### config.mk
export PLATFORM = sky130hd
export DESIGN_NAME = pc_controller
export DESIGN_NICKNAME = d
export VERILOG_FILES = /design/src/rtl/pc_controller.sv
export SDC_FILE = /design/constraint.sdc
export NUM_CORES = 2
export LEC_CHECK = 0
export CORE_MARGIN = 10
export CORE_UTILIZATION = 50
export CTS_CLUSTER_SIZE = 28
export DETAILED_ROUTE_END_ITERATION = 16
export GPL_TIMING_DRIVEN = 0
export PLACE_DENSITY = 0.68
export REMOVE_ABC_BUFFERS = 1
export SKIP_LAST_GASP = 1
export SYNTH_ARGS = -nofsm -noshare
export SYNTH_HDL_FRONTEND = slang
export SYNTH_SLANG_ARGS = --single-unit
### constraint.sdc
create_clock -name in_clk -period 31.7 [get_ports in_clk]
set_input_delay 3.17 -clock in_clk [delete_from_list [all_inputs] [get_ports in_clk]]
set_output_delay 3.17 -clock in_clk [all_outputs]
set_load 0.1 [all_outputs]
### src/rtl/pc_controller.sv
`default_nettype none
// ============================================================================
// Module   : pc_controller
// Purpose  : Issues one fetch PC at a time. Predicts the next PC from the
//            returned instruction word, using a 2-bit BHT for branches.
// Revision : 1.0
// ============================================================================
module pc_controller #(
    parameter int                ADDR_W   = 32,
    parameter int                BHT_BITS = 8,
    parameter logic [ADDR_W-1:0] RESET_PC = '0
) (
    input  logic              in_clk,
    input  logic              in_rst,
    input  logic              in_rdy,
    input  logic              in_fetch_full,
    output logic              out_fetcher_enable,
    output logic [ADDR_W-1:0] out_pc,
    output logic              out_predict,
    input  logic              in_last_enable,
    input  logic [31:0]       in_last_inst,
    input  logic              in_flush_enable,
    input  logic [ADDR_W-1:0] in_flush_pc,
    input  logic              in_bht_update_enable,
    input  logic [ADDR_W-1:0] in_bht_update_pc,
    input  logic              in_bht_update_taken
);

    localparam int         BHT_DEPTH    = 1 << BHT_BITS;
    localparam logic [6:0] c_op_jal     = 7'b1101111;
    localparam logic [6:0] c_op_branch  = 7'b1100011;

    typedef enum logic [0:0] {
        ST_ISSUE = 1'b0,
        ST_WAIT  = 1'b1
    } state_t;

    state_t            state_q, state_d;
    logic [ADDR_W-1:0] pc_q, pc_d;
    logic              pred_q, pred_d;
    logic [ADDR_W-1:0] cur_pc_q, cur_pc_d;
    logic              fen_q, fen_d;
    logic [ADDR_W-1:0] out_pc_q, out_pc_d;
    logic              out_pred_q, out_pred_d;

    logic [1:0]        bht_q [BHT_DEPTH];

    logic [6:0]          opcode;
    logic [ADDR_W-1:0]   j_imm;
    logic [ADDR_W-1:0]   b_imm;
    logic [BHT_BITS-1:0] lookup_idx;
    logic [1:0]          lookup_ctr;

    logic                bht_we;
    logic [BHT_BITS-1:0] upd_idx;
    logic [1:0]          upd_old;
    logic [1:0]          upd_new;

    logic unused_upd_bits;

    assign opcode     = in_last_inst[6:0];
    assign j_imm      = {{(ADDR_W-20){in_last_inst[31]}}, in_last_inst[19:12],
                         in_last_inst[20], in_last_inst[30:21], 1'b0};
    assign b_imm      = {{(ADDR_W-12){in_last_inst[31]}}, in_last_inst[7],
                         in_last_inst[30:25], in_last_inst[11:8], 1'b0};
    assign lookup_idx = cur_pc_q[BHT_BITS+1:2];
    assign lookup_ctr = bht_q[lookup_idx];

    // Lookup reads bht_q directly, so a same-cycle update is not yet visible.
    assign upd_idx = in_bht_update_pc[BHT_BITS+1:2];
    assign upd_old = bht_q[upd_idx];
    assign bht_we  = in_rdy && in_bht_update_enable;

    assign unused_upd_bits = ^{in_bht_update_pc[ADDR_W-1:BHT_BITS+2],
                               in_bht_update_pc[1:0]};

    always_comb begin
        upd_new = upd_old;
        if (in_bht_update_taken) begin
            if (upd_old != 2'b11) upd_new = upd_old + 2'b01;
        end else begin
            if (upd_old != 2'b00) upd_new = upd_old - 2'b01;
        end
    end

    always_comb begin
        state_d    = state_q;
        pc_d       = pc_q;
        pred_d     = pred_q;
        cur_pc_d   = cur_pc_q;
        fen_d      = 1'b0;
        out_pc_d   = out_pc_q;
        out_pred_d = out_pred_q;

        if (in_rdy) begin
            if (in_flush_enable) begin
                pc_d    = in_flush_pc;
                pred_d  = 1'b0;
                state_d = ST_ISSUE;
            end else begin
                case (state_q)
                    ST_ISSUE: begin
                        if (!in_fetch_full) begin
                            fen_d      = 1'b1;
                            out_pc_d   = pc_q;
                            out_pred_d = pred_q;
                            cur_pc_d   = pc_q;
                            state_d    = ST_WAIT;
                        end
                    end
                    ST_WAIT: begin
                        if (in_last_enable) begin
                            state_d = ST_ISSUE;
                            if (opcode == c_op_jal) begin
                                pc_d   = cur_pc_q + j_imm;
                                pred_d = 1'b1;
                            end else if (opcode == c_op_branch && lookup_ctr[1]) begin
                                pc_d   = cur_pc_q + b_imm;
                                pred_d = 1'b1;
                            end else begin
                                pc_d   = cur_pc_q + ADDR_W'(4);
                                pred_d = 1'b0;
                            end
                        end
                    end
                    default: state_d = ST_ISSUE;
                endcase
            end
        end
    end

    always_ff @(posedge in_clk or posedge in_rst) begin
        if (in_rst) begin
            state_q    <= ST_ISSUE;
            pc_q       <= RESET_PC;
            pred_q     <= 1'b0;
            cur_pc_q   <= '0;
            fen_q      <= 1'b0;
            out_pc_q   <= '0;
            out_pred_q <= 1'b0;
        end else begin
            state_q    <= state_d;
            pc_q       <= pc_d;
            pred_q     <= pred_d;
            cur_pc_q   <= cur_pc_d;
            fen_q      <= fen_d;
            out_pc_q   <= out_pc_d;
            out_pred_q <= out_pred_d;
        end
    end

    // Counters come out of reset weakly not-taken.
    always_ff @(posedge in_clk or posedge in_rst) begin
        if (in_rst) begin
            for (int i = 0; i < BHT_DEPTH; i++) begin
                bht_q[i] <= 2'b01;
            end
        end else if (bht_we) begin
            bht_q[upd_idx] <= upd_new;
        end
    end

    assign out_fetcher_enable = fen_q;
    assign out_pc             = out_pc_q;
    assign out_predict        = out_pred_q;

endmodule
`default_nettype wire
== After elaboration in Yosys (flattened, before gate mapping) ==
Cells that the tools add are included.
Storage, ports and cells
  flip-flop bits (word level): 580
  input port bits: 104
  output and inout port bits: 34
  word-level logic and storage cells: 315
Cells by class
  add/sub/neg operators: 5
  magnitude comparators: 3
  equality and inequality tests: 3
  multiplexer cells: 29
  bitwise operators: 5
  reduce and logical (&&, ||, !) cells: 8
Operators by type and width (number)
  $bwmux W512: 1
  $mux W32: 5
  $add A32 B32 Y32: 2
  $add A32 B3 Y32 const B: 1
  $bmux W2 S8: 2
  $ge A9 B9 Y1 const B: 2
  $not A8 Y9: 2
  $demux W2 S8: 1
  $mux W2: 8
  $eq A7 B7 Y1 const B: 2
  $mux W1: 11
  $lt A9 B1 Y1 const B: 1
  $reduce_bool A2 Y1: 3
  $reduce_and A4 Y1: 1
  $logic_and A1 B1 Y1: 3
  $not A1 Y1: 3
  $reduce_and A3 Y1: 1
  $add A2 B1 Y2 const B: 1
  $ne A2 B2 Y1 const B: 1
  $pmux W1 S2: 1
  $sub A2 B1 Y2 const B: 1

== Depth between registers and ports, before layout ==
  depth in word-level cells: 10
  mapped depth: 16
  gate-level depth less buffers: 13

== Worst setup path before layout ==
Ideal clock, no wire load.
  path kind: input to register
  from: input in_bht_update_pc[3]
  to: register bht_q[501] (netlist bit)
  library setup time: 131 ps
  data arrival time: 6139 ps
  required time: 31569 ps
  path slack: 25431 ps
  stages: 14
  path buffers: 6
  cell sequence: clkbuf_1 buf_2 clkbuf_1 buf_1 mux4_2 mux4_2 a31oi_1 nand4_1 a211oi_2 nand2b_1 nand2_1 buf_2 buf_2 a21oi_1
Between the ends
  cells in the longest elaborated chain, start to end: 8
  elaborated cells on any way between the ends: 17
  those cells by class: 2 x add/sub; 2 x order compare; 1 x eq/ne; 9 x mux; 1 x bitwise; 2 x reduce/logical
RTL lines
  start: declaration: line 25  | input logic [ADDR_W-1:0] in_bht_update_pc,
  $not A8 Y9 (not written as such) (*): line 71, 159
  $bmux W2 S8: line 71  | assign upd_old = bht_q[upd_idx];
  $mux W2 (not written as such) (2 in a row): line 71
  $sub A2 B1 Y2 (tied with other cells): line 82  | if (upd_old != 2'b00) upd_new = upd_old - 2'b01;
  $mux W2, on equally long branches: line 82, 80
  $mux W2: line 79  | if (in_bht_update_taken) begin
  $bwmux W512 (*): line 159  | bht_q[upd_idx] <= upd_new;
  end signal: indexed assignment: line 159
  end: declaration: line 46  | logic [1:0] bht_q [BHT_DEPTH];
Mark *: on every way between the ends. The rest lies on a longest branch, timed or not. The select of a mux whose other input is x is not followed.
A chain may end at the register's enable or synchronous reset.

== Final worst setup path ==
  from: input in_flush_enable
  to: register pc_q[30]
Between the ends
  cells in the longest elaborated chain, start to end: 2
  elaborated cells on any way between the ends: 4
  those cells by class: 1 x mux; 3 x reduce/logical
RTL lines
  start: declaration: line 22  | input logic in_flush_enable,
  $reduce_bool A2 Y1 (no source line)
  $reduce_and A3 Y1 (no source line)
  end signal: assignment: line 143  | pc_q <= pc_d;
  end: declaration: line 39  | logic [ADDR_W-1:0] pc_q, pc_d;
Several ways; a longest one is shown, not always the timed one.

==> run_results.csv <==
group,metric,value,unit
run_status,status,"finished with violations",
run_status,violations,"capacitance limit, slew limit",
timing,worstMarginPinSlew,1.55,ns
logic_synthesis,synth_area_leaders,"dfrtp_1, dfstp_2, mux4_2",
logic_synthesis,seq_area_frac_synth,46.7,%
critical_path,rr_worst_depth,12,
finish,multiInputGateArea,0.0160,mm^2
global_routing,grt.total_usage,24.9,%
cts,clk-insertion-delay-late,0.63,ns
cts,cts-root-buf,"clkbuf_16",
finish,seq_area,0.0148,mm^2
die,fp.dieArea,0.0740,mm^2
power_and_ir_drop,p_comb_share,28.9,%
logic_synthesis,yosys_warnings,0,
timing,tns,0,ns
route,routedWlPerCell,23.2,um
timing,min_period,8.10,ns
power_and_ir_drop,p_sw,0.844,mW
cts,cts_resized,0,
cts,cts_inserted_buffers,67,
finish,fill_cells,5199,
logic_synthesis,synth_top_cell_by_area,"dfrtp_1",
logic_synthesis,yosys_most_used_dff,"dfrtp_1",
logic_synthesis,synthArstFlopShare,100,%
critical_path,crit_family,"simple AND/OR/NAND/NOR gates",
logic_synthesis,yosysUniqueCellTypes,71,
critical_path,cp_max_fo,28,
hold_path,hold_path.class,"register to register",
critical_path,regToRegEndpoint,"pc_q[21]",
finish,final_util,57.1,%
critical_path,cp_num_buf_inv,2,
global_routing,globalRouteMet3Util,5.62,%
timing,setup_violations,0,
timing,fin_crit_sh,25.5,%
die,die-width,272,um
logic_synthesis,avgSynthCellArea,10.1,um^2
power_and_ir_drop,peakVddDrop,45.2,uV
cts,htreeDepth,3,
cts,postCtsSetupRepairBufs,0,
global_routing,grt_pass1_wl,145000,um
global_routing,met1_usage,32.1,%
logic_synthesis,ys_top_cells_by_count,"nor2_1, a21oi_1, dfrtp_1",
global_routing,grt_pass1_vias,25200,
critical_path,path_class,"input port to register",
power_and_ir_drop,p_leak,14.3,nW
run,drv_cap,3,
logic_synthesis,synth_edf_count,0,
die,die_h,272,um
route,vias,25300,
critical_path,crit_chain,"clkdlybuf4s50_1 -> inv_1 -> nand2_1 -> and2_1 -> nand2_1 -> nor2_1 -> nand2_1 -> nor2_1 -> a21o_1 -> nor2_1",
power_and_ir_drop,clkPwrFrac,33.2,%
global_routing,met2_usage,40.3,%
timing,fin_worst_skew,0.0537,ns
route,wirelength,93600,um
placement,portBuffers,113,
hold_path,min_from,"bht_q[8]",
critical_path,required,32.18,ns
route,viasPerCell,6.28,
global_routing,antenna_found_initial,1,
logic_synthesis,syn_area,0.0318,mm^2
die,initial_utilization,50.4,%
route,initialDrtViolationCount,2601,
critical_path,r2r_setup_slack,26.67,ns
die,ios,138,
cts,cts_tree,"built",
global_routing,grt_max_degree,129,
critical_path,r2r_start,"out_pc[2]",
cts,cts_sinks,580,
power_and_ir_drop,seqPwrFrac,37.9,%
critical_path,arrival,8.58,ns
timing,drv_slew,32,
finish,diodes,0,
critical_path,cpPeakStageDelay,1.38,ns
placement,place_hpwl,58600,um
placement,place_congestion,0.874,
placement,dp_slack,22.86,ns
logic_synthesis,synth.most_common_cell,"nor2_1",
cts,cts_buffer_depth,3,
finish,nNetsFinal,3286,
cts,postCtsHoldBufs,0,
logic_synthesis,synth_top_cell_area_share,25.5,%
power_and_ir_drop,p_int,1.53,mW
timing,hold_viol,0,
critical_path,end_kind,"register",
logic_synthesis,syn_inst,3130,
hold_path,hold-path-endpoint,"bht_q[8]",
logic_synthesis,synth-seq-cells,580,
die,num_rows,92,
global_routing,grt-busiest-layer,"met2",
power_and_ir_drop,powerDensity,65.9,mW/mm^2
cts,clkTransAtPathRegs,0.06,ns
route,drtPass1Iterations,5,
timing,fin_ws,23.60,ns
critical_path,worstSetupStartpointType,"input port",
critical_path,cp_slowest_cell,"clkdlybuf4s50_1",
finish,drive_gt1_share,20.9,%
hold_path,hold_depth,2,
power_and_ir_drop,swShare,35.6,%
route,ant_nets,0,
route,drc,0,
finish,syn_to_final_growth,13.1,%
power_and_ir_drop,total_power,2.37,mW
timing,rsz0062_at_grt,"false",
timing,fmax,124,MHz
global_routing,gr-total-overflow,0,
timing,timing.slew.headroom,-3.59,%
die,coreArea,0.0630,mm^2
metrics by stage:
step	instances	cell area, um^2	hold slack (ns)
2_1_floorplan	2927	30800	0.443
3_3_place_gp	3886	33000	0.455
6_report	4037	35900	0.478
3_5_place_dp	3912	33600	0.463
5_1_grt	4037	35900	0.491
4_1_cts	4036	35900	0.473
state kept, by name, indices dropped and copies added, names as in the netlist:
register	cells
out_predict	1
state_q	1
out_pc	32
bht_q	512
pc_q	32
out_fetcher_enable	1
pred_q	1
how the worst max path moves through the flow:
stage / cells after the start / slack, ns / endpoint / startpoint
floorplan: 1 / 12.73 / bht_q[101] / in_rst
global placement: 10 / 1.89 / bht_q[18] / in_bht_update_pc[2]
detailed placement: 10 / 22.86 / pc_q[24] / in_flush_enable
CTS: 10 / 23.47 / pc_q[24] / in_flush_enable
global route: 10 / 23.42 / pc_q[30] / in_flush_enable
finish: 10 / 23.60 / pc_q[30] / in_flush_enable
cell type report:
class,instances,share of cell area (%)
multi-input combinational,2327,44.4
sequential,580,41.3
clock buffer,102,5.51
timing repair buffer,140,4.82
tap,846,2.95
clock inverter,22,0.756
inverter,20,0.230
power groups by stage:
stage | Sequential (mW) | Clock, mW | Combinational [mW]
floorplan | 1.00 | 0 | 0.367
global placement | 0.926 | 0 | 0.646
detailed placement | 0.907 | 0 | 0.677
CTS | 0.895 | 0.797 | 0.680
global route | 0.906 | 0.828 | 0.732
finish | 0.897 | 0.787 | 0.685
worst min-delay path, stage by stage, from the launching register on:
cell and delay [ns]:
dfstp_2 0.37, nand2_1 0.04, o21ai_0 0.06
cells by family (layout without fill, tap and decap cells):
logic type / count (synthesis) / after routing / share of synthesized area (%)
muxes: 276 / 276 / 17.6
DFF: 580 / 580 / 46.7
AOI/OAI and AO/OA: 816 / 816 / 14.2
adders and majority gates: 46 / 46 / 1.86
buffers and inverters: 223 / 284 / 3.13
xor gates and xnor gates: 73 / 73 / 2.01
and+or+nand+nor: 1116 / 1116 / 14.5
cells in the final DEF, fill, tap and decap left out, types with 23 or more instances in the layout:
master	instances
o21ai_0	100
xnor2_1	42
mux2_2	34
a21o_1	25
mux4_2	223
xor2_1	31
ha_1	44
clkdlybuf4s50_1	109
a21oi_1	570
dfrtp_1	321
nand3_1	39
dfstp_2	256
nor3_1	23
nand2_1	161
clkbuf_16	68
nor2_1	773
metal layers:
metal | vias to the layer above | routed length (um)
met5 | - | 13
met4 | 2 | 3930
li1 | 11300 | -
met2 | 1178 | 44600
met1 | 12600 | 36700
met3 | 239 | 8340
No activity file was read; power rests on OpenSTA's default activity.
